## src/rtl/seq_detector_param.sv

```systemverilog
// seq_detector_param: serial bit-pattern detector with a runtime-loadable
// pattern and length, overlapping/non-overlapping modes and a saturating
// match counter. The first received bit lines up with the pattern MSB
// (bit [len-1]). The newest bit sits in the window LSB.
module seq_detector_param #(
  parameter int unsigned       PAT_W   = 8,
  parameter int unsigned       LEN_W   = 4,
  parameter int unsigned       CNT_W   = 8,
  parameter logic [PAT_W-1:0]  DEF_PAT = 8'h12,
  parameter int unsigned       DEF_LEN = 5
) (
  input  logic             clk,
  input  logic             rst,
  input  logic             in_valid,
  input  logic             in_bit,
  input  logic             pat_load,
  input  logic [PAT_W-1:0] pat_value,
  input  logic [LEN_W-1:0] pat_len,
  input  logic             overlap_en,
  input  logic             cnt_clr,
  output logic             match,
  output logic [CNT_W-1:0] match_cnt,
  output logic [LEN_W-1:0] fill
);

  logic [PAT_W-1:0] pat_q;
  logic [PAT_W-1:0] hist_q;
  logic [PAT_W-1:0] hist_n;
  logic [PAT_W-1:0] mask;
  logic [LEN_W-1:0] len_q;
  logic [LEN_W-1:0] len_clamped;
  logic [LEN_W-1:0] fill_q;
  logic [LEN_W-1:0] fill_n;
  logic [LEN_W-1:0] fill_beat;
  logic [CNT_W-1:0] cnt_q;
  logic [CNT_W-1:0] cnt_n;
  logic             match_q;
  logic             match_n;
  logic             hit;

  assign match     = match_q;
  assign match_cnt = cnt_q;
  assign fill      = fill_q;

  // Clamp an oversized requested length to the window depth.
  always_comb begin
    len_clamped = pat_len;
    if (pat_len > LEN_W'(PAT_W)) begin
      len_clamped = LEN_W'(PAT_W);
    end
  end

  // Next window/fill, hit detection on the updated window, counter update.
  always_comb begin
    hist_n    = hist_q;
    fill_n    = fill_q;
    fill_beat = '0;
    hit       = 1'b0;
    cnt_n     = cnt_q;
    // Only the low len bits take part in the compare.
    mask      = ~({PAT_W{1'b1}} << len_q);

    if (pat_load) begin
      // A load restarts detection; a bit presented in the same cycle is dropped.
      hist_n = '0;
      fill_n = '0;
    end else if (in_valid) begin
      hist_n = {hist_q[PAT_W-2:0], in_bit};
      if (len_q == '0) begin
        fill_beat = '0;
      end else if (fill_q < len_q) begin
        fill_beat = fill_q + LEN_W'(1);
      end else begin
        fill_beat = fill_q;
      end
      hit    = (len_q != '0) && (fill_beat == len_q) &&
               ((hist_n & mask) == (pat_q & mask));
      // Non-overlapping mode needs len fresh bits before the next hit.
      fill_n = (hit && !overlap_en) ? '0 : fill_beat;
    end

    match_n = hit;

    // Clear takes effect first, so a coincident hit leaves the count at one.
    if (cnt_clr) begin
      cnt_n = hit ? CNT_W'(1) : '0;
    end else if (hit && (cnt_q != '1)) begin
      cnt_n = cnt_q + CNT_W'(1);
    end
  end

  // State registers with synchronous reset; pattern/length latched on load.
  always_ff @(posedge clk) begin
    if (rst) begin
      pat_q   <= DEF_PAT;
      len_q   <= LEN_W'(DEF_LEN);
      hist_q  <= '0;
      fill_q  <= '0;
      match_q <= 1'b0;
      cnt_q   <= '0;
    end else begin
      hist_q  <= hist_n;
      fill_q  <= fill_n;
      match_q <= match_n;
      cnt_q   <= cnt_n;
      if (pat_load) begin
        pat_q <= pat_value;
        len_q <= len_clamped;
      end
    end
  end

endmodule

```

## config.mk

```make
export PLATFORM = sky130hd
export DESIGN_NAME = seq_detector_param
export DESIGN_NICKNAME = d
export VERILOG_FILES = /design/src/rtl/seq_detector_param.sv
export SDC_FILE = /design/constraint.sdc
export NUM_CORES = 1
export LEC_CHECK = 0
export ABC_AREA = 1
export BUFFER_PORTS_ARGS = -buffer_cell sky130_fd_sc_hd__buf_2
export CORE_UTILIZATION = 25
export DETAILED_ROUTE_END_ITERATION = 8
export PLACE_DENSITY = 0.54
export SYNTH_ARGS = -nofsm -noshare
export SYNTH_HDL_FRONTEND = slang
export SYNTH_SLANG_ARGS = --single-unit
export TNS_END_PERCENT = 5
```

## constraint.sdc

```tcl
create_clock -name clk -period 3 [get_ports clk]
set_input_delay 0.3 -clock clk [delete_from_list [all_inputs] [get_ports clk]]
set_output_delay 0.3 -clock clk [all_outputs]
set_load 0.05 [all_outputs]
```

### Word-level counts from Yosys, hierarchy flattened

Cells that the tools add are included.

* register bits: 32
* input port bits: 19
* word-level logic and storage cells: 37

* $add $sub $neg: 2
* order comparisons: 2
* equality and inequality tests: 3
* shift operators: 1
* multiplexer cells: 11
* bitwise operators: 3
* reductions and logical operators: 9

Operators by type and width (number)
* $mux W4: 6
* $and A8 B8 Y8: 2
* $mux W8: 2
* $add A8 B1 Y8 const B: 1
* $eq A8 B8 Y1: 1
* $ne A8 B8 Y1 const B: 1
* $not A8 Y8: 1
* $shl A8 B4 Y8 const A: 1
* $add A4 B1 Y4 const B: 1
* $eq A4 B4 Y1: 1
* $gt A4 B4 Y1 const B: 1
* $logic_and A1 B1 Y1: 4
* $logic_not A4 Y1: 1
* $lt A4 B4 Y1: 1
* $reduce_bool A4 Y1: 1
* $mux W1: 3
* $reduce_bool A2 Y1: 1
* $reduce_or A2 Y1: 1
* $logic_not A1 Y1: 1

### Logic depth before layout (Yosys ltp)

* depth after elaboration: 13
* gate-level depth with buffers: 19
* gate-level depth less buffers: 18

### Worst setup path before layout

No wires, ideal clock.

* path kind: register -> register
* from: register fill_q[3], in the netlist fill[3]
* to: register cnt_q[4], in the netlist match_cnt[4]
* library setup time: 66 ps
* arrival: 2377 ps
* required time: 2934 ps
* slack: 557 ps
* cell stages (with the launch flop): 15
* path buffers: 1
* clock period less this slack: 2443 ps
* cell sequence: dfxtp_1 ha_1 nand2_1 nand2_1 inv_1 a21oi_1 nor2_2 nor2_1 nor2_2 nand3_2 nor2_4 nand2_2 buf_6 or2_0 a21oi_2

* word-level cells in the longest chain between the ends: 12

RTL lines
* start: declaration: line 32 `logic [LEN_W-1:0] fill_q;`
* start signal: assignment: line 103 `fill_q <= fill_n;`
* $add A4 B1 Y4 / $lt A4 B4 Y1 (equally long branches): line 72, 71
* $mux W4 *: line 71 `end else if (fill_q < len_q) begin`
* $mux W4 *: line 69 `if (len_q == '0) begin`
* $mux W4 *: line 67 `end else if (in_valid) begin`
* $mux W4 *: line 63 `if (pat_load) begin`
* $eq A4 B4 Y1 *: line 76 `hit = (len_q != '0) && (fill_beat == len_q) &&`
* $logic_and A1 B1 Y1 * (2 in series): line 76
* $mux W1 *: line 67
* $mux W1 *: line 63
* $logic_and A1 B1 Y1 *: line 87 `end else if (hit && (cnt_q != '1)) begin`
* $reduce_bool A2 Y1 (no source line) *
* end signal: assignment: line 105 `cnt_q <= cnt_n;`
* end: declaration: line 35 `logic [CNT_W-1:0] cnt_q;`

Mark *: on every way between the ends. The rest lies on a longest branch, timed or not. The select of a mux whose other input is x is not followed.
A chain may end at the register's enable or synchronous reset.

### Worst setup path after layout

* from: register len_q[3]
* to: register cnt_q[3], in the netlist match_cnt[3]

* word-level cells in the longest chain between the ends: 12

RTL lines
* start: declaration: line 30 `logic [LEN_W-1:0] len_q;`
* start signal: assignment: line 96 `len_q <= LEN_W'(DEF_LEN);`
* start signal: assignment: line 108 `len_q <= len_clamped;`
* $lt A4 B4 Y1: line 71
* $mux W4: line 71
* $mux W4: line 69
* $mux W4: line 67
* $mux W4: line 63
* $eq A4 B4 Y1: line 76
* $logic_and A1 B1 Y1: line 76
* $logic_and A1 B1 Y1 *: line 76
* $mux W1 *: line 67
* $mux W1 *: line 63
* $logic_and A1 B1 Y1 *: line 87
* $reduce_bool A2 Y1 (no source line) *

Marked as above.

==> out/qor.yml <==
cp_cell_sequence: "inv_1, ha_1, nand2_1, nand2_1, inv_1, a21oi_1, nor2_2, nor2_1, nor2_2, nand3_2, nor2_4, nand2_2, or2_2, a21oi_1"
start_util_pct: 25.87
gp_congestion: 0.8747
min_path_cells: 3
ys.warnings.count: 0
cts_tree: "yes"
grt_use_total_pct: 12.39
grt_overflow_total: 0
status: "finished, final reports clean"
yosysSeqAreaShare_pct: 36.44
die_width_um: 85.86
antenna_found_initial: 0
cts-root-buf: "clkbuf_8"
fmax_ghz: 0.4120
via_per_inst: 4.313
ys_types: 28
core_area_um2: 6794
path_clk_slew_ns: 0.08
grt.busiest_layer: "met2"
syn_nets: 282
clk_latency_ns: 0.29
drt_wl_total_mm: 4.223
cp-start-kind: "flip-flop"
htree_levels: 2
hold_class: "input port to flip-flop"
period_needed_ns: 2.427
post-cts-setup-buffers: 0
cts.path.max_buffers: 2
yosys-top-cells-count: "nand2_1, dfxtp_1, nor2_1"
synth_edf_count: 0
synth_most_common_cell: "nand2_1"
synth.avg_cell_area_um2: 6.814
critPathArrivalTime_ns: 2.65
nets: 314
numCtsBuffers: 5
async_flop_share_pct: 0
path_max_fanout: 11
placed_cell_area_um2: 2003
grt_max_degree: 13
fillerInstances: 761
finalClockSkew_ns: 0.01379
cts_resized: 0
tightest_slew_ns: 0.4000
cp_slowest_cell: "dfxtp_1"
final-hold-violation-count: 0
wl_per_cell_um: 10.91
place.detailed.hpwl_mm: 3.172
hold_end: "len_q[2]"
area_growth_pct: 19.22
firstDrtPassIters: 4
hold_path_startpoint: "pat_len[2]"
drtIter0Drc: 69
power_density_nw_per_um2: 442.9
reg2reg_depth: 14
synth_seq_cells: 32
synth.area.top_cells: "dfxtp_1, nand2_1, a21oi_1"
rsz0062_at_grt: "false"
cts_hold_buf: 0
synthFlopType: "dfxtp_1"
grt_pass1_vias: 1643
drc: 0
final_max_slew_viol_count: 0
cts_sinks: 32
postRouteAntennaNets: 0
critical_path.max_stage_delay_ns: 0.39
synth.top_cell.area_share_pct: 36.44
maxCapViolCount: 0
ff_latch_area_um2: 640.6
use_met2_pct: 20.15
die_y_um: 85.86
drive_above_1_share_pct: 18.21
netlist_instances: 258
tns_ns: 0
row_count: 30
synth_top_cell_by_area: "dfxtp_1"
netlist_area_um2: 1758
max_slew_margin_pct: 73.31
timing.hold.ws_ns: 0.2199
grt.met3_usage_pct: 2.791
final_core_util_pct: 30.85
multi_input_area_um2: 974.7
final_area_um2: 2096
port_buffers: 31
required_ns: 3.22
grt_pass1_wl_mm: 7.272
vias: 1669
r2r-start: "len_q[3]"
pin_count: 32
post-route-period-util_pct: 80.91
end_kind: "flip-flop"
worstReg2RegEnd: "match_cnt[3]"
p_leak_nw: 0.9286
rrSetupSlack_ns: 0.57
ir_worst_vdd_v: 0.0001486
die-area_um2: 7371
grt_util_met1_pct: 15.83
setup_violations: 0
critPathKind: "flip-flop to flip-flop"
diodes: 0
## cells by family (layout without fill, tap and decap cells)
group,count (synthesis),count (layout),synth area share (%)
buf+inv,36,69,8.113
fa+ha+maj,5,5,3.559
flops,32,32,36.44
xor+xnor,12,12,5.979
simple gates,130,130,32.88
compound gates,43,43,13.02
## power by group
part	internal (mW)	switching [mW]
Combinational	0.0451	0.0839
Sequential	0.441	0.0146
Clock	0.164	0.179
Total	0.651	0.278
## metrics by stage
| stage | power (mW) | worst slack (ns) | cells |
|---|---|---|---|
| global placement | 0.5951 | 0.6990 | 379 |
| CTS | 0.9432 | 0.5997 | 387 |
| detailed placement | 0.5957 | 0.6319 | 379 |
| finish | 0.9282 | 0.5726 | 387 |
| global route | 0.9780 | 0.3321 | 387 |
| floorplan | 0.5571 | 0.5573 | 258 |
## registers in the layout, indices dropped and copies added, names as in the netlist
register   count
fill           4
match          1
hist_q         7
pat_q          8
match_cnt      8
len_q          4
## area by class of cell
class | instances | share of cell area [%]
Timing Repair Buffer | 31 | 7.403
Sequential cell | 32 | 30.57
Inverter | 30 | 5.373
Clock inverter | 3 | 1.134
Multi-Input combinational cell | 190 | 46.51
Clock buffer | 5 | 3.284
Tap cell | 96 | 5.731
## worst max-delay path by stage
stage,startpoint,endpoint,depth (start not counted)
floorplan,fill[3],match_cnt[4],14
finish,len_q[3],match_cnt[3],14
global placement,len_q[3],match_cnt[3],14
detailed placement,len_q[3],match_cnt[3],14
CTS,len_q[3],match_cnt[3],14
global route,len_q[3],match_cnt[3],16
## per-layer routing
layer	vias to the layer above	share of wire, %
met5	-	0
met4	0	1.9
met3	9	3.1
met2	34	46
met1	740	49
li1	886	-
## placed cells by master, fill, tap and decap left out, drive strengths merged
cell type  synthesis  final
nand2             69     69
nor2              34     34
dfxtp             32     32
buf                1     31
inv               29     29
a21oi             24     24
nand3             20     20
o21ai             15     15
xor2               7      7
xnor2              5      5
ha                 5      5
clkbuf             5      5
a211oi             2      2
o211ai             2      2
nand4              2      2
clkinvlp           0      2
clkinv             1      2
or2                2      2
nor4               1      1
nor3               1      1
nand3b             1      1
## critical path, delay by kind of cell (launching register included)
kind                     cells  cell delay [ns]
AND/OR/NAND/NOR              9             1.16
adder cells (fa/ha/maj)      1             0.30
flip-flops                   1             0.39
buffers and inverters        2             0.28
AO/OA/AOI/OAI                2             0.24
Note: power is estimated with default switching activity, not from simulation.
